**src/rtl/mult_ctrl_pkg.sv**
```systemverilog
// ============================================================================
//  Module      : mult_ctrl_pkg
//  Description : Shared shift-add multiplier types: FSM state encoding,
//                default operand width and the counter-width helper.
//  Revision    : 1.0 - initial release
// ============================================================================
`default_nettype none

package mult_ctrl_pkg;

    localparam int MULT_N = 32;

    typedef enum logic [2:0] {
        S_IDLE  = 3'd0,
        S_LOAD  = 3'd1,
        S_TEST  = 3'd2,
        S_SHIFT = 3'd3,
        S_DONE  = 3'd4
    } mult_state_t;

    // A one-bit multiplier still needs a one-bit index bus.
    function automatic int cnt_width(input int n);
        return (n > 1) ? $clog2(n) : 1;
    endfunction

endpackage

`default_nettype wire

```
**src/rtl/mult_bit_counter.sv**
```systemverilog
// ============================================================================
//  Module      : mult_bit_counter
//  Description : Multiplier bit-index counter with clear, enable and a
//                terminal-count flag at N-1; saturates rather than wrapping.
//  Revision    : 1.0 - initial release
// ============================================================================
`default_nettype none

module mult_bit_counter
    import mult_ctrl_pkg::*;
#(
    parameter int N = MULT_N
)
(
    input  logic                    clk,
    input  logic                    rst,
    input  logic                    i_clr,
    input  logic                    i_en,
    output logic [cnt_width(N)-1:0] o_count,
    output logic                    o_tc
);

    localparam int                CW     = cnt_width(N);
    localparam logic [CW-1:0]     c_LAST = CW'(N - 1);

    logic [CW-1:0] r_count;

    always_ff @(posedge clk) begin
        if (rst || i_clr) begin
            r_count <= '0;
        end else if (i_en && (r_count != c_LAST)) begin
            r_count <= r_count + CW'(1);
        end
    end

    assign o_count = r_count;
    assign o_tc    = (r_count == c_LAST);

endmodule

`default_nettype wire

```
**src/rtl/mult_ctrl.sv**
```systemverilog
// ============================================================================
//  Module      : mult_ctrl
//  Description : Add/shift multiplier controller driving an external
//                accumulator with combinational Load/Ad/Sh strobes.
//  Revision    : 1.0 - initial release
// ============================================================================
`default_nettype none

module mult_ctrl
    import mult_ctrl_pkg::*;
#(
    parameter int N = MULT_N
)
(
    input  logic                    Clk,
    input  logic                    Rst,
    input  logic                    St,
    input  logic                    M,
    output logic                    Load,
    output logic                    Ad,
    output logic                    Sh,
    output logic                    Busy,
    output logic                    Done,
    output logic [cnt_width(N)-1:0] Count
);

    mult_state_t r_state;
    logic        w_clr;
    logic        w_en;
    logic        w_tc;

    // Clearing on the start edge makes Count read 0 already in LOAD.
    assign w_clr = ((r_state == S_IDLE) && St) || (r_state == S_LOAD);
    assign w_en  = (r_state == S_SHIFT) && !w_tc;

    mult_bit_counter #(
        .N (N)
    ) u_bit_counter (
        .clk     (Clk),
        .rst     (Rst),
        .i_clr   (w_clr),
        .i_en    (w_en),
        .o_count (Count),
        .o_tc    (w_tc)
    );

    always_ff @(posedge Clk) begin
        if (Rst) begin
            r_state <= S_IDLE;
        end else begin
            case (r_state)
                S_IDLE:  if (St) r_state <= S_LOAD;
                S_LOAD:  r_state <= S_TEST;
                S_TEST:  r_state <= S_SHIFT;
                S_SHIFT: r_state <= w_tc ? S_DONE : S_TEST;
                S_DONE:  r_state <= S_IDLE;
                default: r_state <= S_IDLE;
            endcase
        end
    end

    // Strobes are forced low while reset is asserted so the accumulator
    // never acts on a state that is about to be discarded.
    always_comb begin
        Load = 1'b0;
        Ad   = 1'b0;
        Sh   = 1'b0;
        Busy = 1'b0;
        Done = 1'b0;
        if (!Rst) begin
            Busy = (r_state != S_IDLE);
            case (r_state)
                S_LOAD:  Load = 1'b1;
                S_TEST:  Ad   = M;
                S_SHIFT: Sh   = 1'b1;
                S_DONE:  Done = 1'b1;
                default: ;
            endcase
        end
    end

endmodule

`default_nettype wire

```
**config.mk**
```make
export PLATFORM = sky130hd
export DESIGN_NAME = mult_ctrl
export DESIGN_NICKNAME = d
export VERILOG_FILES = /design/src/rtl/mult_ctrl_pkg.sv /design/src/rtl/mult_bit_counter.sv /design/src/rtl/mult_ctrl.sv
export SDC_FILE = /design/constraint.sdc
export NUM_CORES = 1
export LEC_CHECK = 0
export CAP_MARGIN = 20
export CORE_AREA = 8 8 45 47
export CTS_CLUSTER_SIZE = 20
export DETAILED_ROUTE_END_ITERATION = 8
export DIE_AREA = 0 0 53 55
export GPL_ROUTABILITY_DRIVEN = 0
export SYNTH_ARGS = -nofsm -noshare
export SYNTH_HDL_FRONTEND = slang
export SYNTH_HIERARCHICAL = 1
export SYNTH_SLANG_ARGS = --single-unit
```
**constraint.sdc**
```tcl
create_clock -name Clk -period 2.5 [get_ports Clk]
set_clock_uncertainty 0.05 [all_clocks]
set_input_delay 0.75 -clock Clk [delete_from_list [all_inputs] [get_ports Clk]]
set_output_delay 0.75 -clock Clk [all_outputs]
set_load 0.05 [all_outputs]
```
==> results of run 1 <==
[flip-flops by register name, indices dropped and copies added (netlist names)]
name / flops
u_bit_counter/o_count: 5
r_state: 3
[synthesized netlist by cell type, types with 2 or more instances]
cell type / number / area, sq um
sky130_fd_sc_hd__a21oi_1: 3 / 15.0
sky130_fd_sc_hd__and3_1: 2 / 12.5
sky130_fd_sc_hd__buf_2: 2 / 10.0
sky130_fd_sc_hd__dfxtp_1: 8 / 160
sky130_fd_sc_hd__ha_1: 2 / 25.0
sky130_fd_sc_hd__nand2_1: 6 / 22.5
sky130_fd_sc_hd__nor2_1: 7 / 26.3
sky130_fd_sc_hd__nor3_1: 3 / 15.0
sky130_fd_sc_hd__nor3_2: 4 / 40.0
[routing by layer]
metal | vias to the layer above | share of wire | track usage
met4 | 0 | 0 | 0.0517
met3 | 0 | 0.11 | 0.0241
li1 | 202 | - | -
met2 | 12 | 0.45 | 0.117
met1 | 176 | 0.43 | 0.0704
met5 | - | 0 | 0
[report_power, final]
group          switching (uW)  internal, uW  leakage [uW]
Combinational            27.8          27.1      0.000171
Clock                    41.7          54.8     0.0000138
Sequential               7.83           131     0.0000649
[metrics by stage]
stage | cells | utilization
after global placement | 79 | 0.473
after CTS | 82 | 0.490
after global routing | 82 | 0.490
final | 82 | 0.490
after detailed placement | 79 | 0.473
after floorplan | 51 | -
[area by class of cell]
cell class	instances	area share
clock buffer	3	0.0332
multi-input combinational	39	0.410
tap	16	0.0295
inverter	1	0.00554
sequential	8	0.236
timing repair buffer	15	0.286
[cell families (layout without fill, tap and decap cells)]
family | count (synthesis) | after routing | synth area share
buffers and inverters | 4 | 19 | 0.0562
AOI/OAI and AO/OA | 4 | 4 | 0.0449
and+or+nand+nor | 31 | 31 | 0.444
xor gates and xnor gates | 2 | 2 | 0.0393
DFF | 8 | 8 | 0.360
adders and majority gates | 2 | 2 | 0.0562
[worst max path at each step]
stage                     startpoint   end  cells after the start
after CTS                        Rst  Load                      4
after floorplan                  Rst  Done                      1
final                            Rst  Load                      4
after detailed placement         Rst  Load                      4
after global routing             Rst  Load                      4
after global placement           Rst  Load                      4
[repair_timing]
item | 4_1_cts | 5_1_grt
hold buffers | 0 | 0
resized for setup | 2 | 0
setup endpoints to repair | 4 | 1
pin swaps | 2 | 1
[worst min-delay path, delay by kind of cell, from the launching register on]
kind / cells / cell delay (ns)
compound gates: 1 / 0.05
flops: 1 / 0.32
simple gates: 1 / 0.06
==> flow_summary.yaml, run 1 <==
sta:
  worst_slew_margin_rel: 0.667
  whs_ns: 0.433
  rsz_0062_raised_after_global_routing: "no"
  timing_max_transition_violations_final: 0
  tns_ns: 0
  setup_viol: 0
  tightestPinTransition_ns: 0.498
  fmax_mhz: 406
  fin_ws_ns: 0.0347
  fin_crit_sh: 0.986
  post-route-min-period_ns: 2.47
  finalHoldViolCount: 0
synthesis:
  postSynthRegisterBits: 8
  synth-edff-count: 0
  synth.net_count: 57
  synth.avg_cell_area_sq_um: 8.73
  netlist-cell-type-count: 23
  yosysSeqAreaShare: 0.360
  synthesis.instances: 51
  warning_count_from_the_yosys_run: 6
  syn-cell-area_sq_um: 445
  postSynth.topFlopCell: "sky130_fd_sc_hd__dfxtp_1"
  synth-async-reset-ratio: 0
critical_path:
  cpMaxStageDelayCell: "sky130_fd_sc_hd__or2_4"
  critPathMaxStageDelay_ns: 0.29
  critical_path.reg2reg.startpoint: "u_bit_counter/o_count[0]$_SDFFE_PP0P_"
  worstPathMaxFanout: 4
  rr_endpoint: "u_bit_counter/o_count[3]$_SDFFE_PP0P_"
  rrSetupSlack_ns: 0.38
  worst-setup-path-type: "input pin to primary output"
  cp-start-kind: "input pin"
  count_of_buffer_and_inverter_cells_on_the_critical_path: 2
  crit_arrival_ns: 1.67
  critical_path_required_ns: 1.70
  timing.critical_path.cells: "dlygate4sd2_1, or2_4, nor3b_4, buf_12"
  reg2regPathDepth: 7
  worst_setup_path_end_kind: "primary output"
  worst_path_dominant_cell_family: "simple AND/OR/NAND/NOR gates"
place:
  placement.setup.worst_slack_ns: -0.199
  place.detailed.hpwl_um: 750
  buffer_ports.inserted: 13
  placedInstanceArea_sq_um: 654
grt:
  global_route.overflow_total: 0
  antenna_found_initial: 0
  wire_length_of_the_first_global_routing_pass_um: 1520
  grt_start_max_net_pins: 10
  first_global_vias: 388
  grt_usage: 0.0696
min_path:
  hold_crit_endpoint: "u_bit_counter/o_count[4]$_SDFFE_PP0P_"
  hold_class: "flip-flop to flip-flop"
  worst_hold_startpoint: "u_bit_counter/o_count[4]$_SDFFE_PP0P_"
  min_path_cells: 2
die:
  floorplan.die.width_um: 53
  die_h_um: 55
  num_rows: 14
  start_util: 0.322
  ios: 14
  floorplan.die_area_sq_um: 2920
  core_area_sq_um: 1380
pwr:
  power_uw: 290
  power_per_cell_area_nw_per_um2: 427
  static_leakage_uw: 0.000250
  max-vdd-ir-drop_mv: 0.276
clock_tree:
  post_cts.repair.setup_buffers: 0
  cts_root_buf: "sky130_fd_sc_hd__clkbuf_4"
  cts.clk_slew.worst_paths_ns: 0.06
  clock_sink_count: 8
  clock_tree.buffer_depth: 2
  worst_skew_pair.late_latency_ns: 0.25
  cts_tree: "yes"
  cts.htree.levels: 1
  tritoncts.num_buffers: 3
final_layout:
  proportion_of_layout_cells_with_a_drive_suffix_above_1: 0.318
  n_antenna_cell: 0
  post-route-cell-area_sq_um: 678
  fin_nets: 74
  layout.cells.most_common_list: "sky130_fd_sc_hd__dfxtp_1, sky130_fd_sc_hd__clkdlybuf4s50_1, sky130_fd_sc_hd__nand2_1, sky130_fd_sc_hd__nor2_1, sky130_fd_sc_hd__buf_12"
  multi_input_comb_area_sq_um: 278
  num-fill-cells: 139
  layout.cells.most_common: "sky130_fd_sc_hd__dfxtp_1"
  syn_to_final_growth_pct: 52.2
  final-seq-area_sq_um: 160
drt:
  wl_per_cell_um: 11.4
  avgViaCountPerCell: 4.76
  num_vias: 390
  dr.first_iter.drc_count: 4
  ant_nets: 0
  drt_first_pass_iters: 2
  routed_wl_um: 938
  post-route-drc-count: 0
run:
  max_cap_viol_count: 0
run_status:
  run_status: "complete, no violations"
No activity file was read; power rests on OpenSTA's default activity.
==> run 2: changes to the inputs <==
- CORE_AREA: 8 8 45 47 -> 2 2 39 41
- DIE_AREA: 0 0 53 55 -> 0 0 41 43
==> run 2 against run 1 <==
Sequential cell count unchanged. Highest routed layer is now met4. Largest power group unchanged. Hold slack better by 0.0037 ns. Non-clock buffer count unchanged. Critical endpoint unchanged. Largest cell class unchanged. Clock power up 2.5%. Fmax about the same. Critical path type unchanged.
==> flow_summary.yaml, run 2 (synthesis gave the netlist of run 1 again) <==
clock_tree:
  cts.clk_slew.worst_paths_ns: 0.06
  cts-hold-fix-buffers: 0
  cts.htree.levels: 1
  worst_skew_pair.late_latency_ns: 0.25
  tritoncts.num_buffers: 3
  cts_root_buf: "sky130_fd_sc_hd__clkbuf_4"
  clock_tree.buffer_depth: 2
  clock_sink_count: 8
  cts_tree: "yes"
place:
  place.detailed.hpwl_um: 670
  placedInstanceArea_sq_um: 654
  buffer_ports.inserted: 13
  dp.cells: 79
sta:
  worst_slew_margin_rel: 0.669
  timing_max_transition_violations_final: 0
  tns_ns: 0
  tightestPinTransition_ns: 0.495
  setup_viol: 0
  whs_ns: 0.437
  finalHoldViolCount: 0
  post-route-min-period_ns: 2.47
  rsz_0062_raised_after_global_routing: "no"
  fmax_mhz: 405
  fin_crit_sh: 0.987
grt:
  grt_usage: 0.125
  first_global_vias: 364
  antenna_found_initial: 0
  grt_start_max_net_pins: 10
  wire_length_of_the_first_global_routing_pass_um: 1480
  global_route.overflow_total: 0
final_layout:
  final-seq-area_sq_um: 160
  syn_to_final_growth_pct: 52.2
  final_standard_cell_utilization_of_the_core: 0.490
  layout.cells.most_common_list: "sky130_fd_sc_hd__dfxtp_1, sky130_fd_sc_hd__clkdlybuf4s50_1, sky130_fd_sc_hd__nand2_1, sky130_fd_sc_hd__nor2_1, sky130_fd_sc_hd__buf_12"
  layout.cells.most_common: "sky130_fd_sc_hd__dfxtp_1"
  proportion_of_layout_cells_with_a_drive_suffix_above_1: 0.318
  post-route-cell-area_sq_um: 678
  largest_register_ffs: 5
  layout.cells.non_filler: 82
  multi_input_comb_area_sq_um: 278
  n_antenna_cell: 0
  num-fill-cells: 136
  fin_nets: 74
drt:
  dr.first_iter.drc_count: 2
  drt_first_pass_iters: 4
  routed_wl_um: 903
  ant_nets: 0
  post-route-drc-count: 0
  num_vias: 396
  avgViaCountPerCell: 4.83
  wl_per_cell_um: 11.0
die:
  floorplan.die_area_sq_um: 1760
  floorplan.die.width_um: 41
  num_rows: 14
  ios: 14
  start_util: 0.322
  die_h_um: 43
  core_area_sq_um: 1380
min_path:
  hold_class: "flip-flop to flip-flop"
run:
  max_cap_viol_count: 0
pwr:
  power_per_cell_area_nw_per_um2: 432
  max-vdd-ir-drop_mv: 0.248
  static_leakage_uw: 0.000250
critical_path:
  crit_arrival_ns: 1.67
  cp-start-kind: "input pin"
  worstPathMaxFanout: 4
  worst-setup-path-type: "input pin to primary output"
  worst_setup_path_end_kind: "primary output"
  critical_path_required_ns: 1.70
run_status:
  run_status: "complete, no violations"
run 2: cell counts in the layout (fill, tap and decap cells not counted):
Identical to the previous run, type by type.
run 2: per-stage QoR:
step	worst slack, ns	total power, uW
2_1_floorplan	0.0324	175
3_3_place_gp	-0.174	196
3_5_place_dp	-0.195	197
4_1_cts	0.00793	298
5_1_grt	0.000413	308
6_report	0.0324	293
run 2: what timing repair did:
item | in CTS | in global routing
cloned | 0 | 0
gates resized for setup | 2 | 0
pin swaps | 2 | 1
endpoints found under the setup margin | 4 | 1
buffers inserted | 0 | 0
run 2: path summary, 6_finish.rpt:
kind / slack, ns / depth (start not counted) / start / endpoint
setup / recovery: 0.03 / 4 / Rst / Load
hold / removal: 0.44 / 2 / u_bit_counter/o_count[4]$_SDFFE_PP0P_ / u_bit_counter/o_count[4]$_SDFFE_PP0P_
setup reg to reg: 0.37 / 7 / u_bit_counter/o_count[0]$_SDFFE_PP0P_ / u_bit_counter/o_count[3]$_SDFFE_PP0P_
hold reg to reg: 0.44 / 2 / u_bit_counter/o_count[4]$_SDFFE_PP0P_ / u_bit_counter/o_count[4]$_SDFFE_PP0P_
run 2: final cells by class:
cell class | count | share of cell area
inverters | 1 | 0.00554
multi-input cells | 39 | 0.410
well taps | 16 | 0.0295
flip-flops and latches | 8 | 0.236
repair buffers | 15 | 0.286
clock buffers | 3 | 0.0332
run 2: where the power goes:
part	switching [uW]	internal, uW	leakage (uW)
Clock	44.0	55.0	0.0000138
Sequential	8.00	131	0.0000649
Combinational	28.1	27.1	0.000171
Total	80.1	213	0.000250
run 2: per-layer routing:
| metal | global-route usage | share of wire |
|---|---|---|
| met3 | 0.0314 | 0.061 |
| met4 | 0.0800 | 0.012 |
| met5 | 0 | 0 |
| met1 | 0.142 | 0.46 |
| met2 | 0.194 | 0.46 |
run 2: worst max-delay path: stages:
cell	delay [ns]
sky130_fd_sc_hd__dlygate4sd2_1	0.24
sky130_fd_sc_hd__or2_4	0.29
sky130_fd_sc_hd__nor3b_4	0.22
sky130_fd_sc_hd__buf_12	0.16
==> run 3: changes to the inputs <==
--- a/constraint.sdc
+++ b/constraint.sdc
@@ -4,2 +4,2 @@
 set_output_delay 0.75 -clock Clk [all_outputs]
-set_load 0.05 [all_outputs]
+set_load 0.02 [all_outputs]
==> run 3 against run 2 <==
Largest cell class unchanged. Cell count is the same. Critical endpoint unchanged. Routed wire length is 6.2% lower. Sequential share of layout area increased by 3.2 points. Critical path type unchanged. Final area down 12%. Setup slack better by 0.088 ns. Hold slack got worse by 0.011 ns. First-iteration DRC count decreased by 50%. Sequential power is essentially flat.
==> flow_summary.yaml, run 3 (synthesis gave the netlist of run 1 again) <==
grt:
  antenna_found_initial: 0
  grt_usage: 0.138
  first_global_vias: 378
  global_route.overflow_total: 0
  wire_length_of_the_first_global_routing_pass_um: 1570
  grt_start_max_net_pins: 10
pwr:
  static_leakage_uw: 0.000234
  max-vdd-ir-drop_mv: 0.291
  power_per_cell_area_nw_per_um2: 460
  power_uw: 275
critical_path:
  critical_path_required_ns: 1.70
  timing.critical_path.cells: "dlygate4sd2_1, or2_4, nor3b_2, buf_4"
  worst-setup-path-type: "input pin to primary output"
  rrSetupSlack_ns: 0.37
  timing.critical_path.to: "Load"
  critical_path.reg2reg.startpoint: "u_bit_counter/o_count[0]$_SDFFE_PP0P_"
  worst_setup_path_end_kind: "primary output"
  cp-start-kind: "input pin"
  worstPathMaxFanout: 4
  critPathMaxStageDelay_ns: 0.27
  crit_path_start: "Rst"
  cpMaxStageDelayCell: "sky130_fd_sc_hd__or2_4"
  crit_arrival_ns: 1.58
  reg2regPathDepth: 7
  rr_endpoint: "u_bit_counter/o_count[3]$_SDFFE_PP0P_"
clock_tree:
  cts-hold-fix-buffers: 0
  cts.clk_slew.worst_paths_ns: 0.06
  cts_tree: "yes"
  cts.repair.resized: 23
  clock_tree.buffer_depth: 2
  worst_skew_pair.late_latency_ns: 0.25
  cts_root_buf: "sky130_fd_sc_hd__clkbuf_4"
  post_cts.repair.setup_buffers: 0
  clock_sink_count: 8
  tritoncts.num_buffers: 3
  cts.htree.levels: 1
drt:
  drt_first_pass_iters: 2
  routed_wl_um: 847
  dr.first_iter.drc_count: 1
  num_vias: 388
  ant_nets: 0
  wl_per_cell_um: 10.3
  post-route-drc-count: 0
  avgViaCountPerCell: 4.73
run:
  max_cap_viol_count: 0
final_layout:
  fin_nets: 74
  syn_to_final_growth_pct: 34.3
  largest_register_ffs: 5
  num-fill-cells: 152
  layout.cells.non_filler: 82
  proportion_of_layout_cells_with_a_drive_suffix_above_1: 0.288
  layout.cells.most_common_list: "sky130_fd_sc_hd__dfxtp_1, sky130_fd_sc_hd__nor2_1, sky130_fd_sc_hd__clkdlybuf4s50_1, sky130_fd_sc_hd__nand2_1"
  layout.cells.most_common: "sky130_fd_sc_hd__dfxtp_1"
  n_antenna_cell: 0
  final_standard_cell_utilization_of_the_core: 0.432
die:
  die_h_um: 43
  num_rows: 14
  ios: 14
  floorplan.die_area_sq_um: 1760
  start_util: 0.322
  floorplan.die.width_um: 41
  core_area_sq_um: 1380
place:
  place.detailed.hpwl_um: 645
  dp.cells: 79
  buffer_ports.inserted: 13
sta:
  setup_viol: 0
  rsz_0062_raised_after_global_routing: "no"
  whs_ns: 0.426
  finalHoldViolCount: 0
  timing_max_transition_violations_final: 0
  fmax_mhz: 420
  post-route-min-period_ns: 2.38
  worst_slew_margin_rel: 0.686
  tightestPinTransition_ns: 0.468
  fin_crit_sh: 0.952
  tns_ns: 0
run_status:
  run_status: "complete, no violations"
min_path:
  hold_class: "flip-flop to flip-flop"
==> run 3: cell types whose count changed in the layout (fill, tap and decap cells not counted), sizes merged <==
cell           before  now
clkdlybuf4s15       0    1
buf                 7    6
==> run 3: layer usage <==
metal  global-route usage  share of wire  vias up
li1                     -              -      205
met5                    0              0        -
met2                0.206           0.47       13
met1                0.153           0.45      170
met4               0.0400              0        0
met3               0.0942          0.073        0
==> run 3: worst min-delay path by stage <==
| stage | cells past startpoint | startpoint | to |
|---|---|---|---|
| 2_1_floorplan | 2 | u_bit_counter/o_count[4]$_SDFFE_PP0P_ | u_bit_counter/o_count[4]$_SDFFE_PP0P_ |
| 3_3_place_gp | 2 | u_bit_counter/o_count[4]$_SDFFE_PP0P_ | u_bit_counter/o_count[4]$_SDFFE_PP0P_ |
| 3_5_place_dp | 2 | u_bit_counter/o_count[4]$_SDFFE_PP0P_ | u_bit_counter/o_count[4]$_SDFFE_PP0P_ |
| 4_1_cts | 2 | u_bit_counter/o_count[4]$_SDFFE_PP0P_ | u_bit_counter/o_count[4]$_SDFFE_PP0P_ |
| 5_1_grt | 2 | u_bit_counter/o_count[4]$_SDFFE_PP0P_ | u_bit_counter/o_count[4]$_SDFFE_PP0P_ |
| 6_report | 2 | u_bit_counter/o_count[4]$_SDFFE_PP0P_ | u_bit_counter/o_count[4]$_SDFFE_PP0P_ |
==> run 3: area by class of cell <==
type / instances / area (sq um) / share of cell area
Multi-Input combinational cell: 39 / 263 / 0.439
Sequential cell: 8 / 160 / 0.268
Timing Repair Buffer: 15 / 129 / 0.215
Clock buffer: 3 / 22.5 / 0.0377
Tap cell: 16 / 20.0 / 0.0335
Inverter: 1 / 3.75 / 0.00628
==> run 3: critical path, delay by kind of cell <==
kind / cells / cell delay, ns
buffers and inverters: 2 / 0.41
and+or+nand+nor: 2 / 0.42
==> run 3: report_power, final <==
part / internal (uW) / leakage, uW / switching (uW)
Combinational: 18.5 / 0.000155 / 17.3
Sequential: 130 / 0.0000649 / 6.86
Clock: 55.1 / 0.0000138 / 46.7
==> run 3: through the flow <==
stage | cell area [sq um] | worst slack [ns]
floorplan | 445 | 0.281
global placement | 589 | -0.535
detailed placement | 589 | -0.514
CTS | 598 | 0.118
global route | 598 | 0.0754
finish | 598 | 0.120
